===== src/rtl/nibble_add_sched_if.sv =====
`default_nettype none
// ============================================================================
// Module   : nibble_add_sched_if
// Brief    : Request/result handshake bundle for the nibble adder scheduler.
// Revision : 1.0 - initial release
// ============================================================================
interface nibble_add_sched_if #(
    parameter int WIDTH = 16
);
    logic             req0_valid;
    logic             req0_ready;
    logic [WIDTH-1:0] req0_a;
    logic [WIDTH-1:0] req0_b;
    logic             req0_cin;

    logic             req1_valid;
    logic             req1_ready;
    logic [WIDTH-1:0] req1_a;
    logic [WIDTH-1:0] req1_b;
    logic             req1_cin;

    logic             res_valid;
    logic             res_ready;
    logic [WIDTH-1:0] res_sum;
    logic             res_cout;
    logic             res_id;

    // Requesters and result consumer side.
    modport master (
        output req0_valid, req0_a, req0_b, req0_cin,
        input  req0_ready,
        output req1_valid, req1_a, req1_b, req1_cin,
        input  req1_ready,
        input  res_valid, res_sum, res_cout, res_id,
        output res_ready
    );

    // Scheduler side.
    modport slave (
        input  req0_valid, req0_a, req0_b, req0_cin,
        output req0_ready,
        input  req1_valid, req1_a, req1_b, req1_cin,
        output req1_ready,
        output res_valid, res_sum, res_cout, res_id,
        input  res_ready
    );
endinterface
`default_nettype wire


===== src/rtl/nibble_add_sched.sv =====
`default_nettype none
// ============================================================================
// Module   : nibble_add_sched
// Brief    : Round-robin scheduler sharing one 4-bit adder slice over WIDTH-bit
//            operands, one nibble per clock, LSB first.
// Revision : 1.0 - initial release
// ============================================================================
module nibble_add_sched #(
    parameter int WIDTH = 16
) (
    input  wire logic         clk,
    input  wire logic         resetn,
    nibble_add_sched_if.slave bus,
    output logic              busy
);
    localparam int NIB   = WIDTH / 4;
    localparam int CNT_W = (NIB > 1) ? $clog2(NIB) : 1;
    localparam logic [CNT_W-1:0] C_LAST = CNT_W'(NIB - 1);

    typedef enum logic [1:0] {
        S_IDLE = 2'd0,
        S_ADD  = 2'd1,
        S_HOLD = 2'd2
    } state_t;

    state_t           r_state;
    state_t           w_state_next;

    logic [WIDTH-1:0] r_a;
    logic [WIDTH-1:0] r_b;
    logic [WIDTH-1:0] r_sum;
    logic [CNT_W-1:0] r_cnt;
    logic             r_carry;
    logic             r_cout;
    logic             r_valid;
    logic             r_id;
    logic             r_ptr;

    logic             w_idle;
    logic             w_gnt1;
    logic             w_accept;
    logic [3:0]       w_nib_a;
    logic [3:0]       w_nib_b;
    logic [3:0]       w_slice_sum;
    logic             w_ripple;
    logic [CNT_W+1:0] w_shift;
    logic [WIDTH-1:0] w_sum_ins;

    // Requester 1 wins when it is alone or when the pointer favours it.
    assign w_idle         = (r_state == S_IDLE);
    assign w_gnt1         = bus.req1_valid & (~bus.req0_valid | r_ptr);
    assign w_accept       = w_idle & (bus.req0_valid | bus.req1_valid);
    assign bus.req0_ready = w_idle & bus.req0_valid & ~w_gnt1;
    assign bus.req1_ready = w_idle & w_gnt1;

    assign w_shift = {r_cnt, 2'b00};
    assign w_nib_a = 4'(r_a >> w_shift);
    assign w_nib_b = 4'(r_b >> w_shift);

    // Shared slice: four chained full-adder stages.
    always_comb begin
        w_slice_sum = 4'd0;
        w_ripple    = r_carry;
        for (int i = 0; i < 4; i++) begin
            w_slice_sum[i] = w_nib_a[i] ^ w_nib_b[i] ^ w_ripple;
            w_ripple       = (w_nib_a[i] & w_nib_b[i]) |
                             (w_ripple & (w_nib_a[i] ^ w_nib_b[i]));
        end
    end

    assign w_sum_ins = (r_sum & ~(WIDTH'(4'hF) << w_shift)) |
                       (WIDTH'(w_slice_sum) << w_shift);

    always_ff @(posedge clk or negedge resetn) begin
        if (!resetn) begin
            r_state <= S_IDLE;
        end else begin
            r_state <= w_state_next;
        end
    end

    always_comb begin
        w_state_next = r_state;
        case (r_state)
            S_IDLE:  if (w_accept)        w_state_next = S_ADD;
            S_ADD:   if (r_cnt == C_LAST) w_state_next = S_HOLD;
            S_HOLD:  if (bus.res_ready)   w_state_next = S_IDLE;
            default:                      w_state_next = S_IDLE;
        endcase
    end

    always_ff @(posedge clk or negedge resetn) begin
        if (!resetn) begin
            r_a     <= '0;
            r_b     <= '0;
            r_sum   <= '0;
            r_cnt   <= '0;
            r_carry <= 1'b0;
            r_cout  <= 1'b0;
            r_valid <= 1'b0;
            r_id    <= 1'b0;
            r_ptr   <= 1'b0;
        end else begin
            case (r_state)
                S_IDLE: begin
                    if (w_accept) begin
                        r_a     <= w_gnt1 ? bus.req1_a   : bus.req0_a;
                        r_b     <= w_gnt1 ? bus.req1_b   : bus.req0_b;
                        r_carry <= w_gnt1 ? bus.req1_cin : bus.req0_cin;
                        r_id    <= w_gnt1;
                        r_cnt   <= '0;
                    end
                end
                S_ADD: begin
                    r_sum   <= w_sum_ins;
                    r_carry <= w_ripple;
                    r_cnt   <= r_cnt + CNT_W'(1);
                    if (r_cnt == C_LAST) begin
                        r_cout  <= w_ripple;
                        r_valid <= 1'b1;
                    end
                end
                S_HOLD: begin
                    // Last served requester drops to lowest priority.
                    if (bus.res_ready) begin
                        r_valid <= 1'b0;
                        r_ptr   <= ~r_id;
                    end
                end
                default: begin
                    r_valid <= 1'b0;
                end
            endcase
        end
    end

    assign bus.res_valid = r_valid;
    assign bus.res_sum   = r_sum;
    assign bus.res_cout  = r_cout;
    assign bus.res_id    = r_id;
    assign busy          = (r_state != S_IDLE);
endmodule
`default_nettype wire


===== src/flat_wrapper.sv =====
// flat-port wrapper written by rule: the top's interface ports become plain ports
module nibble_add_sched_flat 
#(
    parameter int WIDTH = 16
)
  (clk, resetn, busy, bus_req0_valid, bus_req0_a, bus_req0_b, bus_req0_cin, bus_req0_ready, bus_req1_valid, bus_req1_a, bus_req1_b, bus_req1_cin, bus_req1_ready, bus_res_valid, bus_res_sum, bus_res_cout, bus_res_id, bus_res_ready);
  nibble_add_sched_if #(.WIDTH(WIDTH)) bus_i ();
  input  wire logic clk;
  input  wire logic resetn;
  output logic busy;
  input wire logic [$bits(bus_i.req0_valid)-1:0] bus_req0_valid;
  input wire logic [$bits(bus_i.req0_a)-1:0] bus_req0_a;
  input wire logic [$bits(bus_i.req0_b)-1:0] bus_req0_b;
  input wire logic [$bits(bus_i.req0_cin)-1:0] bus_req0_cin;
  output wire logic [$bits(bus_i.req0_ready)-1:0] bus_req0_ready;
  input wire logic [$bits(bus_i.req1_valid)-1:0] bus_req1_valid;
  input wire logic [$bits(bus_i.req1_a)-1:0] bus_req1_a;
  input wire logic [$bits(bus_i.req1_b)-1:0] bus_req1_b;
  input wire logic [$bits(bus_i.req1_cin)-1:0] bus_req1_cin;
  output wire logic [$bits(bus_i.req1_ready)-1:0] bus_req1_ready;
  output wire logic [$bits(bus_i.res_valid)-1:0] bus_res_valid;
  output wire logic [$bits(bus_i.res_sum)-1:0] bus_res_sum;
  output wire logic [$bits(bus_i.res_cout)-1:0] bus_res_cout;
  output wire logic [$bits(bus_i.res_id)-1:0] bus_res_id;
  input wire logic [$bits(bus_i.res_ready)-1:0] bus_res_ready;
  assign bus_i.req0_valid = bus_req0_valid;
  assign bus_i.req0_a = bus_req0_a;
  assign bus_i.req0_b = bus_req0_b;
  assign bus_i.req0_cin = bus_req0_cin;
  assign bus_req0_ready = bus_i.req0_ready;
  assign bus_i.req1_valid = bus_req1_valid;
  assign bus_i.req1_a = bus_req1_a;
  assign bus_i.req1_b = bus_req1_b;
  assign bus_i.req1_cin = bus_req1_cin;
  assign bus_req1_ready = bus_i.req1_ready;
  assign bus_res_valid = bus_i.res_valid;
  assign bus_res_sum = bus_i.res_sum;
  assign bus_res_cout = bus_i.res_cout;
  assign bus_res_id = bus_i.res_id;
  assign bus_i.res_ready = bus_res_ready;
  nibble_add_sched #(.WIDTH(WIDTH)) u_core (.clk(clk), .resetn(resetn), .bus(bus_i), .busy(busy));
endmodule

===== config.mk =====
export PLATFORM = sky130hd
export DESIGN_NAME = nibble_add_sched_flat
export DESIGN_NICKNAME = d
export VERILOG_FILES = /design/src/rtl/nibble_add_sched_if.sv /design/src/rtl/nibble_add_sched.sv /design/src/flat_wrapper.sv
export SDC_FILE = /design/constraint.sdc
export NUM_CORES = 1
export LEC_CHECK = 0
export ABC_AREA = 1
export CAP_MARGIN = 20
export CORE_MARGIN = 5
export CORE_UTILIZATION = 63
export CTS_CLUSTER_SIZE = 10
export DETAILED_ROUTE_END_ITERATION = 12
export DONT_BUFFER_PORTS = 1
export GPL_TIMING_DRIVEN = 0
export MAX_ROUTING_LAYER = met4
export PLACE_DENSITY = 0.84
export REMOVE_ABC_BUFFERS = 1
export SETUP_SLACK_MARGIN = 0.3
export SKIP_LAST_GASP = 1
export SLEW_MARGIN = 20
export SYNTH_ARGS = -nofsm -noshare
export SYNTH_HDL_FRONTEND = slang
export SYNTH_SLANG_ARGS = --single-unit

===== constraint.sdc =====
create_clock -name clk -period 3.9 [get_ports clk]
set_clock_uncertainty 0.05 [all_clocks]
set_input_delay 0.78 -clock clk [delete_from_list [all_inputs] [get_ports clk]]
set_output_delay 0.78 -clock clk [all_outputs]
set_load 0.01 [all_outputs]

Word level (Yosys, flattened, before mapping)
Cells that the tools add are included.
{"block": "word_totals", "register_bits": 57, "in_bits": 71, "word_cells": 78}
{"block": "classes", "add_sub_neg": 1, "n_eq_ne": 6, "shift": 4, "mux": 14, "bitwise": 34, "n_reduce_logical": 9}
{"cell": "two-way mux 16 bit", "n": 2}
{"cell": "right shift 16 x 4 -> 4 bit", "n": 2}
{"cell": "AND 16 bit", "n": 1}
{"cell": "inverter 16 bit", "n": 1}
{"cell": "OR 16 bit", "n": 1}
{"cell": "left shift 4 x 4 -> 16 bit", "n": 1}
{"cell": "left shift 4 x 4 -> 16 bit (first input constant)", "n": 1}
{"cell": "AND 1 bit", "n": 13}
{"cell": "two-way mux 2 bit", "n": 4}
{"cell": "AND reduction 2 bit", "n": 4}
{"cell": "XOR 1 bit", "n": 8}
{"cell": "OR 1 bit", "n": 6}
{"cell": "one-hot mux 2 bit (3 select lines)", "n": 1}
{"cell": "AND reduction 3 bit", "n": 2}
{"cell": "equality test 2 bit (second input constant)", "n": 2}
{"cell": "two-way mux 1 bit", "n": 4}
{"cell": "inequality test 2 bit (second input constant)", "n": 2}
{"cell": "inverter 1 bit", "n": 4}
{"cell": "one-hot mux 2 bit (2 select lines)", "n": 1}
{"cell": "nonzero test 2 bit", "n": 2}
{"cell": "one-hot mux 1 bit (3 select lines)", "n": 1}
{"cell": "adder 2 x 1 -> 2 bit (second input constant)", "n": 1}
{"cell": "equality test 2 x 1 -> 1 bit (second input constant)", "n": 1}
{"cell": "zero test 2 bit", "n": 1}
{"cell": "2 further kinds", "n": 2}

Longest topological paths before layout
{"block": "depth", "word_depth": 11, "mapped_depth": 13, "depth_no_buf": 12}

Least setup slack after synthesis
No wires, ideal clock.
{"block": "synth_path", "path_type": "flip-flop to flip-flop", "start": "register u_core.r_cnt[0]", "end": "register u_core.r_sum[11] (netlist: u_core.bus.res_sum[11])", "arrival_ns": 2.599, "required_ns": 3.721, "slack_ns": 1.123, "stages_incl_launch_ff": 14, "path_buffers": 2, "cell_sequence": "dfrtp_1 -> buf_2 -> buf_2 -> o21ai_0 -> a21oi_1 -> fa_1 -> inv_1 -> fa_1 -> inv_1 -> fa_1 -> inv_1 -> fa_1 -> nand2_1 -> o21ai_0"}
{"block": "synth_between", "elab_chain_cells": 11, "elab_cells_between_ends": 21}
{"element": "start: declaration", "line_no": "nibble_add_sched.sv:32", "text": "logic [CNT_W-1:0] r_cnt;"}
{"element": "start signal: assignment", "line_no": "nibble_add_sched.sv:117", "text": "r_cnt <= r_cnt + CNT_W'(1);"}
{"element": "right shift 16 x 4 -> 4 bit, on equally long branches", "line_no": "nibble_add_sched.sv:57, nibble_add_sched.sv:58"}
{"element": "XOR 1 bit", "line_no": "nibble_add_sched.sv:67", "text": "(w_ripple & (w_nib_a[i] ^ w_nib_b[i]));"}
{"element": "AND 1 bit", "line_no": "nibble_add_sched.sv:67"}
{"element": "OR 1 bit", "line_no": "nibble_add_sched.sv:66", "text": "w_ripple = (w_nib_a[i] & w_nib_b[i]) |"}
{"element": "AND 1 bit", "line_no": "nibble_add_sched.sv:67"}
{"element": "OR 1 bit", "line_no": "nibble_add_sched.sv:66"}
{"element": "AND 1 bit", "line_no": "nibble_add_sched.sv:67"}
{"element": "OR 1 bit", "line_no": "nibble_add_sched.sv:66"}
{"element": "XOR 1 bit", "line_no": "nibble_add_sched.sv:65", "text": "w_slice_sum[i] = w_nib_a[i] ^ w_nib_b[i] ^ w_ripple;"}
{"element": "left shift 4 x 4 -> 16 bit", "line_no": "nibble_add_sched.sv:72", "text": "(WIDTH'(w_slice_sum) << w_shift);"}
{"element": "OR 16 bit *", "line_no": "nibble_add_sched.sv:71", "text": "assign w_sum_ins = (r_sum & ~(WIDTH'(4'hF) << w_shift)) |"}
{"element": "end signal: assignment", "line_no": "nibble_add_sched.sv:115", "text": "r_sum <= w_sum_ins;"}
{"element": "end: declaration", "line_no": "nibble_add_sched.sv:31", "text": "logic [WIDTH-1:0] r_sum;"}
Mark *: on every way between the ends. The rest lies on a longest branch, timed or not.
A chain may end at the register's enable or synchronous reset.

Worst setup path in the final report
{"block": "layout_path", "start": "register u_core.r_cnt[1]", "end": "register u_core.r_sum[3] (netlist: u_core.bus.res_sum[3])"}
Same word-level chain as after synthesis.

==> results.tsv <==
metric	value	unit
cts.sinks	57	
fillCellCount	428	
grt_use_met3	0.0532	
path_delay_family	adder cells	
fmax	321	MHz
ys_ff_latch	57	
cts.clk_slew.worst_paths	60	ps
synth-edff-count	0	
synth.distinct_cells	19	
p_per_area	895	nW/µm²
yosys-top-cells-area	dfrtp_1 (45%), nand2_1 (15%), o21ai_0 (9.0%)	
cts_setup_buffers	0	
setup_ws	787	ps
hold_path_class	in2async	
busiest_layer	met2	
yosysSeqAreaShare	0.448	
dp_hpwl	4.69	mm
cts_max_path_buffers	2	
insertion_delay	340	ps
cts_resized	0	
status	finished, final reports clean	
grt_pass1_vias	2519	
synth_flop_cell	dfrtp_1	
cp_cell_sequence	inv_1 > a21oi_1 > fa_1 > inv_1 > fa_1 > inv_1 > fa_1 > inv_1 > fa_1 > nand2_1 > o21ai_0	
placed_cells	475	
synth_top_area_share	0.448	
relSlewSlack	0.342	
period_share	0.798	
path_buf_inv	4	
die_h	81.1	µm
crit_arrival	3280	ps
yosysWarnings	0	
power	2990	µW
ctsRootBufferMaster	clkbuf_8	
io_buffer_count	0	
crit_type	reg2reg	
area_delta_synth_final	5.03	%
die_w	81.1	µm
cp_max_fo	12	
vias_per_cell	5.43	
period_needed	3110	ps
final_cells	491	
cts_buffers	9	
htree_levels	3	
critPathLaunchType	flip-flop	
routabilityCongestion	0.802	
layout.nets	498	
setup_viol	0	
leakagePower	0.00179	µW
worst_pin_slew	984	ps
synth_common_cells	nand2_1 (129), inv_1 (65), dfrtp_1 (57), o21ai_0 (57), nand3_1 (54)	
coreArea	4820	µm²
drc	0	
end_kind	flip-flop	
drv_cap	0	
avgSynthCellArea	7.37	µm²
std_cell_rows	25	
cts_tree	done	
grt_pass1_wl	11.4	mm
ant_nets	0	
place_ws	530	ps
met1_usage	0.292	
rsz0062_at_grt	false	
synth_top_area_cell	dfrtp_1	
synth.cell_area	3180	µm²
n_antenna_cell	0	
grt_max_degree	58	
fin_util	0.694	
async_reset_ff_frac	1.00	
drv_slew	0	
yosysMostFrequentCell	nand2_1	
cp.required	4060	ps
max_stage_delay	550	ps
grt_usage	0.231	
wl_per_cell	14.1	µm
finalSetupTns	0	ps
ir_drop	392	µV
first_iter_violations	168	
overflow	0	
drive_gt1_frac	0.0542	
antenna_found_initial	0	
pin_count	93	
grt_use_met2	0.357	
syn_inst	432	
hold_buffers	0	
vias	2664	
drt-pass1-iter-count	4	
slowest_stage	dfrtp_1	
start_util	0.661	
routed_wl	6.94	mm
hold_violations	0	
design.die.area	6570	µm²
[cells in the final DEF, fill, tap and decap left out]
| cell | count |
|---|---|
| nand2_1 | 129 |
| inv_1 | 65 |
| o21ai_0 | 57 |
| dfrtp_1 | 56 |
| nand3_1 | 54 |
| a21oi_1 | 16 |
| clkbuf_8 | 12 |
| o21ai_1 | 9 |
| fa_1 | 4 |
| ha_1 | 4 |
| nand2_2 | 3 |
| nor2_1 | 3 |
| inv_2 | 2 |
| nor2_4 | 2 |
| clkbuf_1 | 2 |
| o21ai_2 | 1 |
| o31ai_1 | 1 |
| o21a_1 | 1 |
| clkinv_2 | 1 |
| bufinv_16 | 1 |
| dfrtp_2 | 1 |
[final timing paths]
path | start | end | slack, ps | cells past startpoint
min in group clk | u_core.r_a[15] | u_core.r_a[15] | 420 | 2
max in group asynchronous | resetn | u_core.r_a[2] | 3610 | 0
min | resetn | u_core.bus.res_valid | 80 | 0
min reg2reg | u_core.r_a[15] | u_core.r_a[15] | 420 | 2
max | u_core.r_cnt[1] | u_core.bus.res_sum[3] | 790 | 11
max reg2reg | u_core.r_cnt[1] | u_core.bus.res_sum[3] | 790 | 11
[flip-flops by register name (all words and copies together) (netlist names)]
| signal | cells |
|---|---|
| u_core.r_a | 16 |
| u_core.r_ptr | 1 |
| u_core.r_b | 16 |
| u_core.bus.res_cout | 1 |
| u_core.r_state | 2 |
| u_core.bus.res_id | 1 |
| u_core.bus.res_sum | 16 |
| u_core.bus.res_valid | 1 |
| u_core.r_cnt | 2 |
| u_core.r_carry | 1 |
[cell type report]
class,instances,area [µm²],share of cell area
inverters,67,251,0.0753
well taps,67,83.8,0.0251
multi-input cells,284,1370,0.410
flip-flops and latches,57,1430,0.427
clock inverters,2,35.0,0.0105
clock buffers,14,173,0.0517
[logic make-up after synthesis]
family,share of synthesized area
buf+inv,0.122
compound gates,0.135
fa+ha+maj,0.0409
simple gates,0.254
flops,0.448
[metal layers]
metal / up-vias / routed length (µm) / part of all wire
met2: 100 / 3240 / 0.47
met3: 11 / 597 / 0.086
met5: - / 0 / 0
li1: 1326 / - / -
met1: 1227 / 2970 / 0.43
met4: 0 / 119 / 0.017
[through the flow]
stage	hold WS, ps	instance area [µm²]
global placement	409	3130
detailed placement	410	3130
CTS	71.0	3340
global route	65.2	3340
floorplan	394	3050
finish	83.2	3340
[power by group]
| part | switching [µW] | internal (µW) |
|---|---|---|
| clock | 225 | 347 |
| combinational | 860 | 432 |
| sequential | 241 | 884 |
No activity file was read; power rests on OpenSTA's default activity.
